--- config.mk ---
export PLATFORM = sky130hd
export DESIGN_NAME = fp_normalize_round
export DESIGN_NICKNAME = d
export VERILOG_FILES = /design/src/rtl/fp_normalize_round.sv
export SDC_FILE = /design/constraint.sdc
export NUM_CORES = 1
export LEC_CHECK = 0
export ABC_AREA = 0
export CORE_MARGIN = 3
export CORE_UTILIZATION = 45
export CTS_BUF_LIST = sky130_fd_sc_hd__clkbuf_4 sky130_fd_sc_hd__clkbuf_8 sky130_fd_sc_hd__clkbuf_16
export DETAILED_ROUTE_END_ITERATION = 8
export PLACE_DENSITY = 0.72
export SYNTH_ARGS = -nofsm -noshare
export SYNTH_HDL_FRONTEND = slang
export SYNTH_SLANG_ARGS = --single-unit
export TNS_END_PERCENT = 1
--- constraint.sdc ---
create_clock -name clk -period 12.15 [get_ports clk]
set_clock_uncertainty 0.2 [all_clocks]
set_input_delay 3.645 -clock clk [delete_from_list [all_inputs] [get_ports clk]]
set_output_delay 3.645 -clock clk [all_outputs]
set_load 0.1 [all_outputs]
--- src/rtl/fp_normalize_round.sv ---
// fp_normalize_round
// Post-add normalize / round-to-nearest-even / pack stage of the single-precision
// ALU. Two register stages (s1 = normalized operand, out = packed result) with a
// valid/ready handshake on both sides.
//
// Ports:
//   clk, rst                  clock, synchronous active-high reset
//   in_valid / in_ready       input handshake (in_ready is combinational from out_ready)
//   in_sign, in_exp           result sign, larger-operand biased exponent
//   in_mant, in_guard         raw 25-bit sum (bit 24 = carry) and guard bit
//   in_sticky                 OR of alignment bits below the guard
//   in_lz_pos, in_lz_zero     leading-zero count from bit 24, all-zero flag
//   out_valid / out_ready     output handshake
//   out_result                packed {sign, exp, frac}
//   out_zero/overflow/underflow  status flags aligned with out_result
module fp_normalize_round (
    input  logic        clk,
    input  logic        rst,
    input  logic        in_valid,
    output logic        in_ready,
    input  logic        in_sign,
    input  logic [7:0]  in_exp,
    input  logic [24:0] in_mant,
    input  logic        in_guard,
    input  logic        in_sticky,
    input  logic [4:0]  in_lz_pos,
    input  logic        in_lz_zero,
    output logic        out_valid,
    input  logic        out_ready,
    output logic [31:0] out_result,
    output logic        out_zero,
    output logic        out_overflow,
    output logic        out_underflow
);

    // ---------------- handshake ----------------
    logic s1_valid;
    logic s1_en, s2_en;

    assign s2_en    = !out_valid | out_ready;
    assign s1_en    = !s1_valid | s2_en;
    assign in_ready = s1_en & !rst;

    // ---------------- stage 1: normalize ----------------
    // Shifting {mant, guard} left puts the leading one at bit 25; an illegal
    // count > 24 just yields garbage data, the handshake is unaffected.
    logic [25:0]       norm_ext;
    logic signed [9:0] exp_n_c;

    assign norm_ext = {in_mant, in_guard} << in_lz_pos;
    assign exp_n_c  = $signed({2'b00, in_exp}) + 10'sd1 - $signed({5'b00000, in_lz_pos});

    logic              s1_sign, s1_g, s1_s, s1_zero, s1_uf;
    logic [23:0]       s1_m;
    logic signed [9:0] s1_exp;

    // ---------------- stage 2: round and pack ----------------
    logic              round_up;
    logic [24:0]       mr;
    logic signed [9:0] exp_f;
    logic [22:0]       frac;
    logic [31:0]       nxt_result;
    logic              nxt_zero, nxt_ovf, nxt_uf;

    assign round_up = s1_g & (s1_s | s1_m[0]);
    assign mr       = {1'b0, s1_m} + {24'd0, round_up};

    always_comb begin
        // Rounding carry out of the mantissa renormalizes to 1.0 x 2^(e+1).
        exp_f = mr[24] ? s1_exp + 10'sd1 : s1_exp;
        frac  = mr[24] ? 23'd0 : mr[22:0];

        nxt_result = {s1_sign, exp_f[7:0], frac};
        nxt_zero   = 1'b0;
        nxt_ovf    = 1'b0;
        nxt_uf     = 1'b0;
        if (s1_zero) begin
            nxt_result = 32'h0000_0000;
            nxt_zero   = 1'b1;
        end else if (s1_uf) begin
            // flush to signed zero, no denormals
            nxt_result = {s1_sign, 31'd0};
            nxt_zero   = 1'b1;
            nxt_uf     = 1'b1;
        end else if (exp_f >= 10'sd255) begin
            nxt_result = {s1_sign, 8'hFF, 23'd0};
            nxt_ovf    = 1'b1;
        end
    end

    // ---------------- registers ----------------
    always_ff @(posedge clk) begin
        if (rst) begin
            s1_valid      <= 1'b0;
            s1_sign       <= 1'b0;
            s1_m          <= 24'd0;
            s1_g          <= 1'b0;
            s1_s          <= 1'b0;
            s1_exp        <= 10'sd0;
            s1_zero       <= 1'b0;
            s1_uf         <= 1'b0;
            out_valid     <= 1'b0;
            out_result    <= 32'd0;
            out_zero      <= 1'b0;
            out_overflow  <= 1'b0;
            out_underflow <= 1'b0;
        end else begin
            if (s1_en) begin
                s1_valid <= in_valid;
                if (in_valid) begin
                    s1_sign <= in_sign;
                    s1_m    <= norm_ext[25:2];
                    s1_g    <= norm_ext[1];
                    s1_s    <= norm_ext[0] | in_sticky;
                    s1_exp  <= exp_n_c;
                    s1_zero <= in_lz_zero;
                    s1_uf   <= (exp_n_c <= 10'sd0);
                end
            end
            if (s2_en) begin
                out_valid <= s1_valid;
                // result registers only move when new data arrives, so a held
                // result stays stable until consumed
                if (s1_valid) begin
                    out_result    <= nxt_result;
                    out_zero      <= nxt_zero;
                    out_overflow  <= nxt_ovf;
                    out_underflow <= nxt_uf;
                end
            end
        end
    end

endmodule

# Yosys cells after proc, flatten, opt, wreduce, memory -nomap -nowiden
# Index checks and enable logic that the tools add are counted.
dict set report word_totals {
  register_bits 76
  wordCells 42
}
dict set report classes {
  addsub 4
  magnitude_cmp 2
  shift 1
  muxes 11
  bitwise 6
  n_reduce_logical 5
}
# cell n
set op_table {}
lappend op_table {{two-way mux 31 bit} 2}
lappend op_table {{two-way mux 32 bit} 1}
lappend op_table {{left shift 26 x 5 -> 26 bit} 1}
lappend op_table {{adder 24 x 1 -> 25 bit} 1}
lappend op_table {{two-way mux 23 bit} 1}
lappend op_table {{adder 10 x 2 -> 10 bit, second input constant} 1}
lappend op_table {{>= comparator 10 x 9 -> 1 bit, second input constant} 1}
lappend op_table {{<= comparator 10 x 1 -> 1 bit, second input constant} 1}
lappend op_table {{two-way mux 10 bit} 1}
lappend op_table {{subtractor 9 x 5 -> 10 bit} 1}
lappend op_table {{adder 8 x 1 -> 9 bit, second input constant} 1}
lappend op_table {{two-way mux 1 bit} 6}
lappend op_table {{OR 1 bit} 4}
lappend op_table {{AND reduction 2 bit} 2}
lappend op_table {{zero test 1 bit} 3}
lappend op_table {{AND 1 bit} 2}

# Depth between registers and ports, before layout
# Gate-level depths: netlist (run 1).
dict set report logic_depth {
  word_depth 8
  ltp_mapped 12
  ltp_nobuf 12
}

# Worst setup path before layout (run 1)
# Ideal clock, no wire load.
dict set report synth_path {
  kind {in2out}
  from {in rst}
  to {out in_ready}
  t_arrival_ns 5.510
  setup_slack_ns 2.795
  stages 3
  path_buffers 2
  cell_sequence {clkbuf_1 > clkbuf_1 > a21oi_1}
}
dict set report synth_between {
  elab_chain_len 2
}
# element line_no
set synth_rtl {}
lappend synth_rtl {{start, declared} 18} ;# input logic rst,
lappend synth_rtl {{zero test 1 bit} 42} ;# assign in_ready = s1_en & !rst;
lappend synth_rtl {{AND 1 bit} 42}
lappend synth_rtl {{end, declared} 20} ;# output logic in_ready,
# Every way passes these cells.

# Worst setup path after layout (run 1)
dict set report layout_path {
  from {in out_ready}
  to {out in_ready}
}
dict set report layout_between {
  elab_chain_len 3
}
# element line_no
set layout_rtl {}
lappend layout_rtl {{start, declared} 29} ;# input logic out_ready,
lappend layout_rtl {{OR 1 bit} 40} ;# assign s2_en = !out_valid | out_ready;
lappend layout_rtl {{OR 1 bit} 41} ;# assign s1_en = !s1_valid | s2_en;
lappend layout_rtl {{AND 1 bit} 42}
# Every way passes these cells.

==> flow_metrics.py, run 1 <==
metrics = {
    "yosys": {
        "synth_cell_types": 61,
        "syn_area_per_cell_um2": 8.58,
        "syn_area_mm2": 0.00491,
        "syn-instance-count": 572,
        "syn_nets": 635,
        "ys_ff_latch": 76,
        "synth_edf_count": 0,
        "synth-async-reset-ratio_pct": 0,
        "ys_warn_count": 0,
        "seq_area_frac_synth_pct": 31.0,
        "synth-main-ff-cell": "dfxtp_1",
    },
    "clock_tree": {
        "cts.clk_slew.worst_paths_ps": 70,
        "clockRootBuffer": "clkbuf_8",
        "cts_tree": "built",
        "cts_buffers": 9,
        "insertion_delay_ps": 340,
        "clock-sinks": 76,
        "htreeDepth": 3,
        "cts-resized-gates": 0,
        "cts_hold_buf": 0,
        "cts_setup_buffers": 0,
        "clk_path_buf_depth": 2,
    },
    "grt": {
        "first_global_vias": 4256,
        "antenna_found_initial": 0,
        "grt_max_degree": 58,
        "grt_pass1_wl_mm": 20.8,
        "track_usage_pct": 20.0,
        "overflow": 0,
    },
    "layout": {
        "diodes": 0,
        "final_area_mm2": 0.00593,
        "layout_commonest_cell": "clkdlybuf4s50_1",
        "final_nets": 695,
        "layout_common_cells": "clkdlybuf4s50_1, dfxtp_1, nand2_1",
        "areaGrowthSynthToFinish_pct": 20.9,
        "finalNonFillerCells": 770,
        "layout-drive-gt1-share_pct": 8.52,
    },
    "floorplan": {
        "die_w_um": 110,
        "dieArea_mm2": 0.0122,
        "core_mm2": 0.0105,
        "die_h_um": 110,
        "start_util_pct": 46.9,
        "core.rowCount": 37,
        "ios": 83,
    },
    "routing": {
        "firstDrtPassIters": 5,
        "wirelength_mm": 12.2,
        "wl_per_cell_um": 15.9,
        "via_per_inst": 5.70,
        "ant_nets": 0,
        "drc": 0,
        "first_iter_violations": 300,
        "vias": 4388,
    },
    "power_and_ir_drop": {
        "total_power_uw": 607,
        "ir_drop_uv": 53.4,
        "leakage_nw": 2.23,
        "cellPowerDensity_mw_per_mm2": 102,
    },
    "timing": {
        "slew-limit-headroom_pct": 16.8,
        "rsz0062_at_grt": "no",
        "clock.fmax_ghz": 0.107,
        "setup_violations": 0,
        "final-hold-violation-count": 0,
        "drv_slew": 0,
        "worstMarginPinSlew_ps": 1240,
        "period_share_pct": 76.7,
        "fin_setup_tns_ps": 0,
        "post-route-min-period_ps": 9320,
    },
    "critical_path": {
        "cp-start-kind": "input pin",
        "path_max_fanout": 5,
        "arrival_ps": 5480,
        "endpoint_kind": "output port",
        "crit_type": "input pin to output port",
        "worstPathRequired_ps": 8300,
    },
    "worst_hold_path": {
        "hold_path.class": "flip-flop to flip-flop",
    },
    "placement": {
        "io_buffer_count": 82,
        "dp.cells": 757,
        "hpwl_mm": 9.44,
        "place.gp.congestion": 0.864,
        "placed_area_mm2": 0.00576,
    },
    "outcome": {
        "run_status": "completed",
    },
    "flow_run": {
        "cap_violations": 0,
    },
}
[Yosys cell counts (10+ instances only)]
library cell / n / area share (%)
mux4_2: 14 / 6.4
nand2_1: 69 / 5.3
a32o_1: 17 / 3.5
mux2i_1: 27 / 5.5
dfxtp_1: 76 / 31
o21ai_0: 10 / 1.0
a21oi_1: 45 / 4.6
nand3_1: 16 / 1.6
ha_1: 16 / 4.1
and3_1: 10 / 1.3
clkbuf_1: 31 / 2.4
xor2_1: 13 / 2.3
nor3_1: 12 / 1.2
xnor2_1: 23 / 4.1
inv_1: 16 / 1.2
nor2_1: 61 / 4.7
[routing by layer]
metal	share of wire, %	global-route usage (%)	up-vias
met5	0	0	-
met1	49	28.8	2038
met3	4.6	2.74	10
met4	1.0	4.93	0
li1	-	-	2213
met2	45	31.6	127
[through the flow]
| step | hold slack, ps | worst slack [ps] | util, % |
|---|---|---|---|
| after global routing | 280 | 2750 | 56.7 |
| after CTS | 257 | 2820 | 56.7 |
| after detailed placement | 248 | 2840 | 55.0 |
| after floorplan | 232 | 2800 | - |
| final | 254 | 2830 | 56.7 |
| after global placement | 241 | 2840 | 55.0 |
[layout make-up]
type / count / area (µm²)
repair buffers: 89 / 868
clock inverters: 3 / 40.0
multi-input cells: 440 / 3140
fillers: 962 / 4530
clock buffers: 10 / 138
well taps: 136 / 170
inverters: 16 / 60.1
flip-flops and latches: 76 / 1520
[critical path, cell delays in order]
cell and delay, ps:
clkdlybuf4s50_1 450, nor2b_1 70, a21oi_1 150, clkdlybuf4s50_1 1150
[power by group]
part	switching (mW)	leakage (nW)	internal, mW
Combinational	0.0917	1.52	0.0621
Clock	0.0839	0.0939	0.0964
Sequential	0.0132	0.619	0.260
Total	0.189	2.23	0.418
[flip-flops by register name, indices dropped and copies added, names as in the netlist]
signal,flops
out_result,32
s1_m,24
s1_exp,10
out_overflow,1
out_underflow,1
out_valid,1
out_zero,1
s1_g,1
s1_s,1
s1_sign,1
s1_uf,1
s1_valid,1
s1_zero,1
[worst paths after layout]
path | from | endpoint | slack [ps] | depth (start not counted)
min reg2reg | out_result[30] | out_result[30] | 250 | 2
min | out_result[30] | out_result[30] | 250 | 2
max | out_ready | in_ready | 2830 | 4
max reg2reg | s1_g | out_result[25] | 8820 | 9
[cells by family after synthesis]
| family | share of synthesized area (%) |
|---|---|
| DFF | 31.0 |
| muxes | 12.4 |
| buffers and inverters | 5.08 |
| AOI/OAI and AO/OA | 19.9 |
| adders and majority gates | 4.49 |
| and+or+nand+nor | 20.7 |
| xor gates and xnor gates | 6.43 |
(Power assumes the default switching activity.)
==> run 2, diff against run 1 <==
Clock period 12.15 ns to 8.9 ns, I/O delays scaled along.
==> run 2 against run 1 <==
  * Critical path type unchanged
  * Die area unchanged
  * Register-to-register slack lost 3300 ps
  * Flip-flop and latch count unchanged
  * Non-clock buffer count stayed put
==> flow_metrics.py, run 2 (same netlist as run 1, synthesis figures left out) <==
metrics = {
    "grt": {
        "track_usage_pct": 20.3,
        "overflow": 0,
        "antenna_found_initial": 0,
        "grt_max_degree": 57,
        "first_global_vias": 4198,
        "grt_pass1_wl_mm": 20.9,
    },
    "layout": {
        "layout_common_cells": "clkdlybuf4s50_1, dfxtp_1, nand2_1",
        "largest_reg_flops": 32,
        "largestRegisters": "out_result: 32 flops, s1_m: 24 flops, s1_exp: 10 flops",
        "final_nets": 695,
        "final.fill_count": 993,
        "largest-register": "out_result",
        "diodes": 0,
        "layout-drive-gt1-share_pct": 8.95,
        "areaGrowthSynthToFinish_pct": 21.8,
        "layout_commonest_cell": "clkdlybuf4s50_1",
    },
    "flow_run": {
        "cap_violations": 0,
    },
    "power_and_ir_drop": {
        "internal_power_uw": 601,
        "pwr-share-clk_pct": 33.1,
        "combPwrFrac_pct": 24.1,
        "total_power_uw": 871,
        "power_switching_uw": 270,
        "leakage_nw": 2.25,
        "ir_drop_uv": 117,
        "switching_share_pct": 31.0,
        "cellPowerDensity_mw_per_mm2": 146,
        "power_frac_seq_pct": 42.7,
    },
    "timing": {
        "setup_violations": 0,
        "rsz0062_at_grt": "no",
        "fin_ws_ps": 1510,
        "period_share_pct": 83.0,
        "worstMarginPinSlew_ps": 1250,
        "fin_setup_tns_ps": 0,
        "drv_slew": 0,
        "post-route-min-period_ps": 7390,
        "clock.fmax_ghz": 0.135,
        "slew-limit-headroom_pct": 16.3,
        "whs_ps": 253,
        "final-hold-violation-count": 0,
    },
    "routing": {
        "via_per_inst": 5.72,
        "wl_met3_um": 662,
        "drc": 0,
        "wl_per_cell_um": 16.0,
        "routed.top_layer": "met4",
        "wirelength_mm": 12.4,
        "met1Wirelength_mm": 5.96,
        "firstDrtPassIters": 5,
        "dr_wl_met2_mm": 5.51,
        "ant_nets": 0,
        "first_iter_violations": 381,
        "vias": 4422,
    },
    "worst_hold_path": {
        "hold_depth": 2,
        "hold_path_startpoint": "out_result[30]",
        "hold_path.class": "flip-flop to flip-flop",
        "hold_end": "out_result[30]",
    },
    "outcome": {
        "run_status": "completed",
    },
    "clock_tree": {
        "cts_buffers": 9,
        "cts_tree": "built",
        "clk_path_buf_depth": 2,
        "insertion_delay_ps": 360,
        "cts_hold_buf": 0,
        "cts_setup_buffers": 0,
        "clock-sinks": 76,
        "cts-resized-gates": 0,
        "htreeDepth": 3,
        "cts.clk_slew.worst_paths_ps": 70,
        "clockRootBuffer": "clkbuf_8",
    },
    "critical_path": {
        "reg2reg_slack_ps": 5480,
        "crit_type": "input pin to output port",
        "arrival_ps": 4520,
        "r2r_end": "out_result[29]",
        "worstSetupStartpoint": "out_ready",
        "endpoint_kind": "output port",
        "reg2reg_from": "s1_g",
        "worstPathRequired_ps": 6030,
        "cp-start-kind": "input pin",
        "path_max_fanout": 5,
        "r2r_cells": 9,
    },
    "placement": {
        "place_ws_ps": 1510,
        "place.gp.congestion": 0.862,
        "io_buffer_count": 82,
        "hpwl_mm": 9.62,
    },
    "floorplan": {
        "start_util_pct": 46.9,
        "die_h_um": 110,
        "die_w_um": 110,
        "core.rowCount": 37,
        "core_mm2": 0.0105,
        "dieArea_mm2": 0.0122,
        "ios": 83,
    },
}
-- run 2: worst max path at each step --
| stage | endpoint |
|---|---|
| after detailed placement | in_ready |
| after floorplan | in_ready |
| after global placement | in_ready |
| after global routing | in_ready |
| after CTS | in_ready |
| final | in_ready |
-- run 2: power by group through the flow --
| stage | clock network (mW) | logic [mW] | registers (mW) |
|---|---|---|---|
| finish | 0.289 | 0.210 | 0.372 |
| detailed placement | 0 | 0.210 | 0.380 |
| global placement | 0 | 0.206 | 0.379 |
| floorplan | 0 | 0.128 | 0.399 |
| global route | 0.309 | 0.229 | 0.375 |
| CTS | 0.295 | 0.210 | 0.372 |
-- run 2: area by class of cell --
class	count	area [µm²]	area share [%]
repair buffers	89	868	14.5
inverters	16	60.1	1.01
well taps	136	170	2.85
clock inverters	6	87.6	1.47
flip-flops and latches	76	1520	25.5
clock buffers	10	131	2.20
multi-input cells	440	3140	52.5
-- run 2: critical path, stage by stage --
cell	delay [ps]
clkdlybuf4s50_1	460
nor2b_1	70
a21oi_1	160
clkdlybuf4s50_1	1150
-- run 2: per-layer routing --
layer / GRT usage (%) / vias to the layer above
met5: 0 / -
met4: 8.70 / 0
met3: 3.01 / 19
met2: 30.9 / 131
met1: 28.7 / 2057
li1: - / 2215
-- run 2: stage by stage --
step                instance area (µm²)  utilization (%)  cells
floorplan                          4910                -    572
global placement                   5760             55.0    757
detailed placement                 5760             55.0    757
CTS                                5970             57.1    773
global route                       5970             57.1    773
finish                             5970             57.1    773
==> run 3, diff against run 2 <==
Settings changed: PLACE_DENSITY 0.72 to 0.75.
Clock period 8.9 ns to 5.95 ns, I/O delays scaled along.
==> run 3 against run 2 <==
  * Via count is 1.2% higher
  * Critical endpoint unchanged
  * Largest power group unchanged
  * Design area is 0.25% lower
  * Routed wire length is 1.0% lower
  * Total power is 41% higher
  * Critical path depth stayed put
  * Register-to-register slack worse by 2900 ps
  * Global-route usage is 0.057 points higher
  * Clock power is 22% higher
  * Core utilization is 0.14 points lower
  * First-iteration DRC count is 9.4% higher
  * Cell count is 0.39% higher
  * Sequential share of layout area is 0.064 points higher
==> flow_metrics.py, run 3 (same netlist as run 1, synthesis figures left out) <==
metrics = {
    "clock_tree": {
        "cts.clk_slew.worst_paths_ps": 70,
        "cts_setup_buffers": 0,
        "clockRootBuffer": "clkbuf_8",
        "clock-sinks": 76,
        "cts_buffers": 9,
        "clk_path_buf_depth": 2,
        "insertion_delay_ps": 360,
        "cts_tree": "built",
        "htreeDepth": 3,
        "cts_hold_buf": 0,
        "cts-resized-gates": 0,
    },
    "placement": {
        "dp.cells": 761,
        "io_buffer_count": 82,
        "hpwl_mm": 9.50,
        "place_ws_ps": 1030,
        "place.gp.congestion": 0.899,
    },
    "layout": {
        "multi_input_area_mm2": 0.00314,
        "finalNonFillerCells": 776,
        "layout_common_cells": "clkdlybuf4s50_1, dfxtp_1, nand2_1",
        "final.fill_count": 974,
        "largest-register": "out_result",
        "areaGrowthSynthToFinish_pct": 21.5,
        "layout_commonest_cell": "clkdlybuf4s50_1",
        "largestRegisters": "out_result: 32 flops, s1_m: 24 flops, s1_exp: 10 flops",
        "diodes": 0,
        "final_nets": 699,
        "largest_reg_flops": 32,
        "fin_util_pct": 57.0,
        "layout-drive-gt1-share_pct": 9.53,
        "final-seq-area_mm2": 0.00152,
    },
    "outcome": {
        "run_status": "completed",
    },
    "floorplan": {
        "dieArea_mm2": 0.0122,
        "die_w_um": 110,
        "start_util_pct": 46.9,
        "die_h_um": 110,
        "core_mm2": 0.0105,
        "ios": 83,
        "core.rowCount": 37,
    },
    "critical_path": {
        "endpoint_kind": "output port",
        "arrival_ps": 2810,
        "reg2reg_from": "s1_g",
        "crit_chain": "clkdlybuf4s50_1 -> nor2b_1 -> a21oi_1 -> buf_4",
        "worstPathRequired_ps": 3960,
        "reg2reg_slack_ps": 2600,
        "crit_type": "input pin to output port",
        "r2r_cells": 9,
        "cp_slowest_cell": "clkdlybuf4s50_1",
        "path_max_fanout": 5,
        "r2r_end": "out_result[25]",
        "max_stage_delay_ps": 400,
        "cp-start-kind": "input pin",
    },
    "power_and_ir_drop": {
        "ir_drop_uv": 119,
        "leakage_nw": 2.25,
        "cellPowerDensity_mw_per_mm2": 206,
    },
    "routing": {
        "first_iter_violations": 417,
        "vias": 4476,
        "ant_nets": 0,
        "firstDrtPassIters": 7,
        "wl_per_cell_um": 15.8,
        "wirelength_mm": 12.3,
        "via_per_inst": 5.77,
        "drc": 0,
    },
    "timing": {
        "setup_violations": 0,
        "fin_ws_ps": 1160,
        "fin_setup_tns_ps": 0,
        "period_share_pct": 80.5,
        "post-route-min-period_ps": 4790,
        "final-hold-violation-count": 0,
        "clock.fmax_ghz": 0.209,
        "worstMarginPinSlew_ps": 990,
        "whs_ps": 255,
        "slew-limit-headroom_pct": 33.8,
        "rsz0062_at_grt": "no",
        "drv_slew": 0,
    },
    "grt": {
        "grt_pass1_wl_mm": 21.1,
        "antenna_found_initial": 0,
        "track_usage_pct": 20.4,
        "overflow": 0,
        "grt_max_degree": 57,
        "first_global_vias": 4342,
    },
    "worst_hold_path": {
        "hold_path.class": "flip-flop to flip-flop",
        "hold_end": "out_result[30]",
        "hold_depth": 2,
        "hold_path_startpoint": "out_result[30]",
    },
    "flow_run": {
        "cap_violations": 0,
    },
}
run 3: cell count changes in the layout (fill, tap and decap cells not counted), sizes merged:
cell / before / now
buf: 8 / 13
bufinv: 2 / 0
clkinvlp: 0 / 2
clkbuf: 10 / 11
clkdlybuf4s50: 81 / 80
clkinv: 3 / 2
inv: 17 / 16
run 3: critical path: cells and delay by family:
| family | cells | cell delay (ps) |
|---|---|---|
| buffers and inverters | 2 | 640 |
| AND/OR/NAND/NOR | 1 | 260 |
| AO/OA/AOI/OAI | 1 | 110 |
run 3: worst max-delay path by stage:
| stage | end | from | slack [ps] | depth (start not counted) |
|---|---|---|---|---|
| 2_1_floorplan | in_ready | rst | 320 | 3 |
| 3_3_place_gp | s1_uf | in_lz_pos[3] | 1100 | 12 |
| 3_5_place_dp | s1_uf | in_lz_pos[3] | 1030 | 12 |
| 4_1_cts | in_ready | out_ready | 1170 | 4 |
| 5_1_grt | in_ready | out_ready | 1120 | 4 |
| 6_report | in_ready | out_ready | 1160 | 4 |
run 3: layout make-up:
cell class | count | area share (%)
sequential | 76 | 25.5
inverter | 16 | 1.01
clock buffer | 11 | 2.54
timing repair buffer | 93 | 15.0
tap | 136 | 2.86
clock inverter | 4 | 0.420
multi-input combinational | 440 | 52.6
run 3: metal layers:
metal / up-vias / track usage [%] / part of all wire (%)
met3: 23 / 3.51 / 5.6
met1: 2088 / 27.5 / 47
met5: - / 0 / 0
met2: 146 / 32.7 / 45
met4: 0 / 7.72 / 2.1
li1: 2219 / - / -
run 3: report_power, final:
part	leakage, nW	switching, mW	internal, mW
sequential	0.619	0.0266	0.530
combinational	1.54	0.186	0.128
clock	0.0872	0.184	0.170
total	2.25	0.397	0.829
run 3: per-stage QoR:
step	area, µm²	power [mW]
finish	5960	1.23
floorplan	4910	0.788
detailed placement	5780	0.881
global route	5960	1.29
global placement	5780	0.873
CTS	5960	1.23
